==> src/rtl/demux_pkg.sv <==
// Shared definitions for the registered 1-to-N stream demultiplexer.
package demux_pkg;

  localparam int unsigned DEMUX_MODE_SELECT = 0;
  localparam int unsigned DEMUX_MODE_RR     = 1;
  localparam int unsigned DEMUX_MAX_CH      = 16;

  // One-hot vector with bit idx set, or all zeros when idx is not a valid channel.
  function automatic logic [DEMUX_MAX_CH-1:0] onehot(input int unsigned idx,
                                                     input int unsigned n);
    return (idx < n) ? (DEMUX_MAX_CH'(1) << idx) : '0;
  endfunction

endpackage

==> src/rtl/demux_rr_ptr.sv <==
// Modulo-N round-robin channel pointer, advancing once per enable.
module demux_rr_ptr
  import demux_pkg::*;
#(
  parameter int unsigned N = 8,
  parameter int unsigned W = $clog2(N)
) (
  input  logic         clk,
  input  logic         rst_n,
  input  logic         en_i,
  output logic [W-1:0] ptr_o
);

  logic [W-1:0] ptr_q, ptr_d;

  // Next pointer: explicit wrap at N-1 so non-power-of-two N works.
  always_comb begin
    ptr_d = ptr_q;
    if (en_i) begin
      ptr_d = (ptr_q == W'(N - 1)) ? '0 : ptr_q + W'(1);
    end
  end

  // Pointer register.
  always_ff @(posedge clk or negedge rst_n) begin
    if (!rst_n) begin
      ptr_q <= '0;
    end else begin
      ptr_q <= ptr_d;
    end
  end

  assign ptr_o = ptr_q;

endmodule

==> src/rtl/demux_stream_1ton.sv <==
// Registered 1-to-N valid/ready stream demultiplexer with SELECT or round-robin routing.
module demux_stream_1ton
  import demux_pkg::*;
#(
  parameter int unsigned DATA_W = 8,
  parameter int unsigned N_CH   = 8,
  parameter int unsigned SEL_W  = $clog2(N_CH),
  parameter int unsigned MODE   = DEMUX_MODE_SELECT
) (
  input  logic              clk,
  input  logic              rst_n,
  input  logic [DATA_W-1:0] d_i,
  input  logic [SEL_W-1:0]  sel_i,
  input  logic              valid_i,
  output logic              ready_o,
  output logic [DATA_W-1:0] y_o,
  output logic [N_CH-1:0]   y_valid_o,
  input  logic [N_CH-1:0]   y_ready_i,
  output logic [SEL_W-1:0]  ch_o,
  output logic              err_o
);

  logic [DATA_W-1:0] data_q, data_d;
  logic [SEL_W-1:0]  ch_q, ch_d;
  logic              full_q, full_d;
  logic              err_q, err_d;
  logic [SEL_W-1:0]  rr_ptr;
  logic [SEL_W-1:0]  tgt;
  logic [N_CH-1:0]   held_oh;
  logic              drain;
  logic              acc;
  logic              in_range;

  // Round-robin pointer exists only in RR mode; it advances on every accepted beat.
  if (MODE == DEMUX_MODE_RR) begin : g_rr
    demux_rr_ptr #(
      .N (N_CH),
      .W (SEL_W)
    ) u_rr_ptr (
      .clk   (clk),
      .rst_n (rst_n),
      .en_i  (acc),
      .ptr_o (rr_ptr)
    );
  end else begin : g_sel
    assign rr_ptr = '0;
  end

  // Handshake, routing and next-state of the single output register.
  always_comb begin
    held_oh   = N_CH'(onehot(32'(ch_q), N_CH));
    y_valid_o = full_q ? held_oh : '0;
    drain     = full_q & (|(held_oh & y_ready_i));
    ready_o   = ~full_q | drain;
    acc       = valid_i & ready_o;
    tgt       = (MODE == DEMUX_MODE_RR) ? rr_ptr : sel_i;
    in_range  = (MODE == DEMUX_MODE_RR) || (32'(sel_i) < N_CH);

    data_d = data_q;
    ch_d   = ch_q;
    full_d = full_q;
    err_d  = acc & ~in_range;

    // A new in-range beat overwrites the register even while it drains;
    // a dropped out-of-range beat still lets a simultaneous drain empty it.
    if (acc && in_range) begin
      data_d = d_i;
      ch_d   = tgt;
      full_d = 1'b1;
    end else if (drain) begin
      full_d = 1'b0;
    end
  end

  // Output stage register {data, ch, full} plus the drop-error pulse.
  always_ff @(posedge clk or negedge rst_n) begin
    if (!rst_n) begin
      data_q <= '0;
      ch_q   <= '0;
      full_q <= 1'b0;
      err_q  <= 1'b0;
    end else begin
      data_q <= data_d;
      ch_q   <= ch_d;
      full_q <= full_d;
      err_q  <= err_d;
    end
  end

  assign y_o   = data_q;
  assign ch_o  = ch_q;
  assign err_o = err_q;

endmodule

==> config.mk <==
export PLATFORM = sky130hd
export DESIGN_NAME = demux_stream_1ton
export DESIGN_NICKNAME = d
export VERILOG_FILES = /design/src/rtl/demux_pkg.sv /design/src/rtl/demux_rr_ptr.sv /design/src/rtl/demux_stream_1ton.sv
export SDC_FILE = /design/constraint.sdc
export NUM_CORES = 1
export LEC_CHECK = 0
export BUFFER_PORTS_ARGS = -buffer_cell sky130_fd_sc_hd__buf_2
export CAP_MARGIN = 0
export CORE_MARGIN = 3
export CORE_UTILIZATION = 40
export DETAILED_ROUTE_END_ITERATION = 10
export PLACE_DENSITY = 0.78
export SETUP_SLACK_MARGIN = 0.3
export SLEW_MARGIN = 20
export SYNTH_ARGS = -nofsm -noshare
export SYNTH_HDL_FRONTEND = slang
export SYNTH_SLANG_ARGS = --single-unit
==> constraint.sdc <==
create_clock -name clk -period 4.4 [get_ports clk]
set_input_delay 0.44 -clock clk [delete_from_list [all_inputs] [get_ports clk]]
set_output_delay 0.44 -clock clk [all_outputs]
set_load 0.005 [all_outputs]
Word-level counts from Yosys, hierarchy flattened:

Cells that the tools add are included.

* flip-flop bits (word level): 12

* reductions and logical operators: 2
* bitwise operators: 5
* shifts and indexed selects: 1
* multiplexer cells: 3

Operator list (count)
* $and A8 B8 Y8: 1
* $mux W8: 1
* $reduce_or A8 Y1: 1
* $shl A1 B3 Y8 const A: 1
* $and A1 B1 Y1: 2
* $mux W1: 2
* $reduce_bool A2 Y1: 1
* $not A1 Y1: 1
* $or A1 B1 Y1: 1

Depth between registers and ports, before layout:

* depth in word-level cells: 7
* gate-level depth with buffers: 5
* gate-level depth less buffers: 4

Worst setup path before layout:

No wires, ideal clock.

* path kind: reg2out
* from: reg ch_q[2], in the netlist ch_o[2]
* to: out ready_o
* required time: 3960 ps
* cell stages (with the launch flop): 5
* buffers on the path: 1
* slack: 2638 ps
* arrival: 1322 ps
* path through: dfrtp_1 > clkbuf_2 > or4b_1 > nand3_2 > or3_1

* longest elaborated chain between the ends: 5

Ends and longest elaborated chain
* start, declared: line demux_stream_1ton.sv:24 `logic [SEL_W-1:0] ch_q, ch_d;`
* start signal, assigned: line demux_stream_1ton.sv:84 `ch_q <= ch_d;`
* $shl A1 B3 Y8: line demux_pkg.sv:11 `return (idx < n) ? (DEMUX_MAX_CH'(1) << idx) : '0;`
* $and A8 B8 Y8: line demux_stream_1ton.sv:53 `drain = full_q & (|(held_oh & y_ready_i));`
* $reduce_or A8 Y1: line demux_stream_1ton.sv:53
* $and A1 B1 Y1: line demux_stream_1ton.sv:53
* $or A1 B1 Y1: line demux_stream_1ton.sv:54 `ready_o = ~full_q | drain;`
* end, declared: line demux_stream_1ton.sv:15 `output logic ready_o,`

Every way passes these cells.

Final worst setup path:

* from: reg ch_q[1], in the netlist ch_o[1]
* to: out ready_o

The elaborated chain is that of the path after synthesis.

==> reports/results.md <==
• 0.4523 nW — total leakage power
• 11 — critical-path maximum fanout
• no — setup repair after global routing missed its margin
• 0.27 ns — clock latency reported for the late side of the worst-skew pair
• 2 — DR pass1 iterations
• 0.001399 mm2 — Core Area
• output port — category of the worst setup path capture point
• 13 — Rows
• 5.045 — via density per instance
• 0.004006 ns — Max Clock Skew
• 2.430 ns — worst-case setup slack after placement
• 1 — # H-tree levels
• 0 — Ant. Diodes
• 77 — post-synth net total
• 0.002110 mm2 — floorplan die area
• 45.62% — Initial Utilization
• 0 — initial antenna violation count
• reg2out — Crit Path Class
• 61.72% — final cell utilization of the core
• 2097 um — wire length of the first global-routing pass
• 0 — postcts setup bufs
• 41 — Port Buffer Count
• 638.1 um2 — Post-Syn Area
• 111 — count of non-filler cells in the finished layout
• 0 — DR DRC count
• 0 — Gates resized, CTS repair
• 119 — Net count, final
• 0 — final setup violation count
• in2async — class of the tightest hold or removal check
• 12 — CTS sink count
• 0.4567 GHz — maximum achievable frequency
• 0 — max capacitance violation total
• 107 — Cell Count Post-Placement
• 49.76% — final worst-path cycle share
• 14.34% — combined global-route utilization of all metal layers
• 542 — vias in the first global route
• 0.0004967 V — maximum resistive drop on vdd
• 1.75 ns — Arrival @ worst endpoint
• 299.0 um2 — combined area of the multi-input logic cells
• 0.7128 — placer congestion estimate
• 12 — register bit total from synthesis
• 1329 um — drt total wl
• 35.29% — Area growth, synth to finish
• 827.0 um2 — post-detailed-placement cell area
• 0 ns — aggregate negative setup slack
• 300.3 um2 — sequential cell area in the final layout
• 699.8 mW/mm2 — power density relative to cell area
• 13 — largest net degree at the start of global routing
• 47.06% — portion of the post-synthesis area used by sequential elements
• 2.210 ns — least setup slack across all paths after layout
• 1088 um — DP HPWL
• done — TritonCTS clock tree
• flip-flop — kind of start point of the critical path
• 0 — number of buffers inserted for hold repair after clock tree synthesis
• completed — status
• sky130_fd_sc_hd__buf_2 (41), sky130_fd_sc_hd__dfrtp_1 (12), sky130_fd_sc_hd__mux2_2 (10), sky130_fd_sc_hd__nor2_1 (7), sky130_fd_sc_hd__nand2b_1 (5) — most frequent cells in the layout
• 43 — I/O pin total
• 0 — yosys warns
• 0 — fin. max-slew vios
• 0.08 ns — Clock transition at path regs
• 0.5561 ns — worst slew pin tran
• 3 — number of clock buffers inserted by TritonCTS
• 2.190 ns — final critical-path required period
• 45.94 um — width of the die
• 55 — number of instances in the synthesized netlist
• 0 — final number of hold-violating endpoints
• 863.3 um2 — fin area
• 45.94 um — die height
• 0.6042 mW — Tot Pwr
• 0 — antenna violation net count after detailed routing
• sky130_fd_sc_hd__buf_2 — most common library cell in the layout ignoring fill and taps
• 0 — Remaining Overflow, GRT
• 1 — number of DRC violations after detailed-routing iteration 0
• 11.97 um — average wire per cell in the routed design
• sky130_fd_sc_hd__clkbuf_4 — cell at the root of the clock tree
• 560 — overall via count from detail_route
• 62.93% — worst rel slew slack
• 59.38% — fraction of final layout cells with drive strength greater than 1
• 0.02702 ns — Min Hold Slack
• 3.96 ns — required time of the critical path
• 20 — count of unique library cells instantiated by Yosys
• 135 — number of inserted filler cells in the final layout
• 11.60 um2 — Synth Area per Inst
• 2 — maximum buffer depth of the clock tree
-- sequential cells by signal, indices dropped and copies added (netlist names) --
register / cells
full_q: 1
y_o: 8
ch_o: 3
-- critical path, cell delays in order (launching register included) --
cell	delay, ns
sky130_fd_sc_hd__dfrtp_1	0.52
sky130_fd_sc_hd__mux2i_1	0.23
sky130_fd_sc_hd__o32ai_1	0.14
sky130_fd_sc_hd__or3_1	0.44
sky130_fd_sc_hd__buf_2	0.15
-- routing by layer --
metal / global-route usage [%] / routed length (um) / vias up
li1: - / - / 273
met1: 14.53 / 512 / 263
met2: 25.00 / 695 / 24
met3: 5.929 / 122 / 0
met4: 6.818 / 0 / 0
met5: 0 / 0 / -
-- path summary, 6_finish.rpt --
check	startpoint	endpoint	slack (ns)	cells past startpoint
setup reg to reg	ch_o[1]	y_o[7]	2.43	4
hold reg to reg	y_o[3]	y_o[3]	0.50	1
hold / removal	rst_n	y_o[2]	0.03	1
setup / recovery	ch_o[1]	ready_o	2.21	4
max in group asynchronous	rst_n	y_o[6]	4.16	1
min in group clk	d_i[2]	y_o[2]	0.40	2
-- logic make-up (layout without fill, tap and decap cells) --
logic type | Yosys count | after routing | synth area share, %
flops | 12 | 12 | 47.06
compound gates | 4 | 4 | 7.058
mux | 13 | 13 | 22.35
buf+inv | 5 | 46 | 6.077
other cells | 1 | 1 | 0.5877
simple gates | 20 | 20 | 16.87
-- synth_stat cells (all sizes together) --
cell type / instances / area (um2)
a32o: 1 / 10.01
buf: 3 / 30.03
clkbuf: 1 / 5.000
conb: 1 / 3.750
dfrtp: 12 / 300.3
inv: 1 / 3.750
mux2: 10 / 112.6
mux2i: 3 / 30.03
nand2: 2 / 7.510
nand2b: 5 / 31.28
nand3: 1 / 10.01
nand4: 1 / 6.260
nor2: 7 / 26.28
nor3: 2 / 10.01
o21ai: 1 / 5.000
o31ai: 1 / 21.27
o32ai: 1 / 8.760
or3: 1 / 6.260
or4b: 1 / 10.01
-- cell type report --
| cell class | instances | share of cell area [%] |
|---|---|---|
| Clock buffer | 4 | 4.203 |
| Inverter | 1 | 0.4348 |
| Multi-Input combinational cell | 38 | 34.64 |
| Sequential cell | 12 | 34.78 |
| Tap cell | 15 | 2.174 |
| Timing Repair Buffer | 41 | 23.77 |
-- report_power, final --
| part | internal [mW] | switching, mW |
|---|---|---|
| clock | 0.0502 | 0.0352 |
| sequential | 0.167 | 0.0567 |
| combinational | 0.165 | 0.130 |
(Power assumes the default switching activity.)
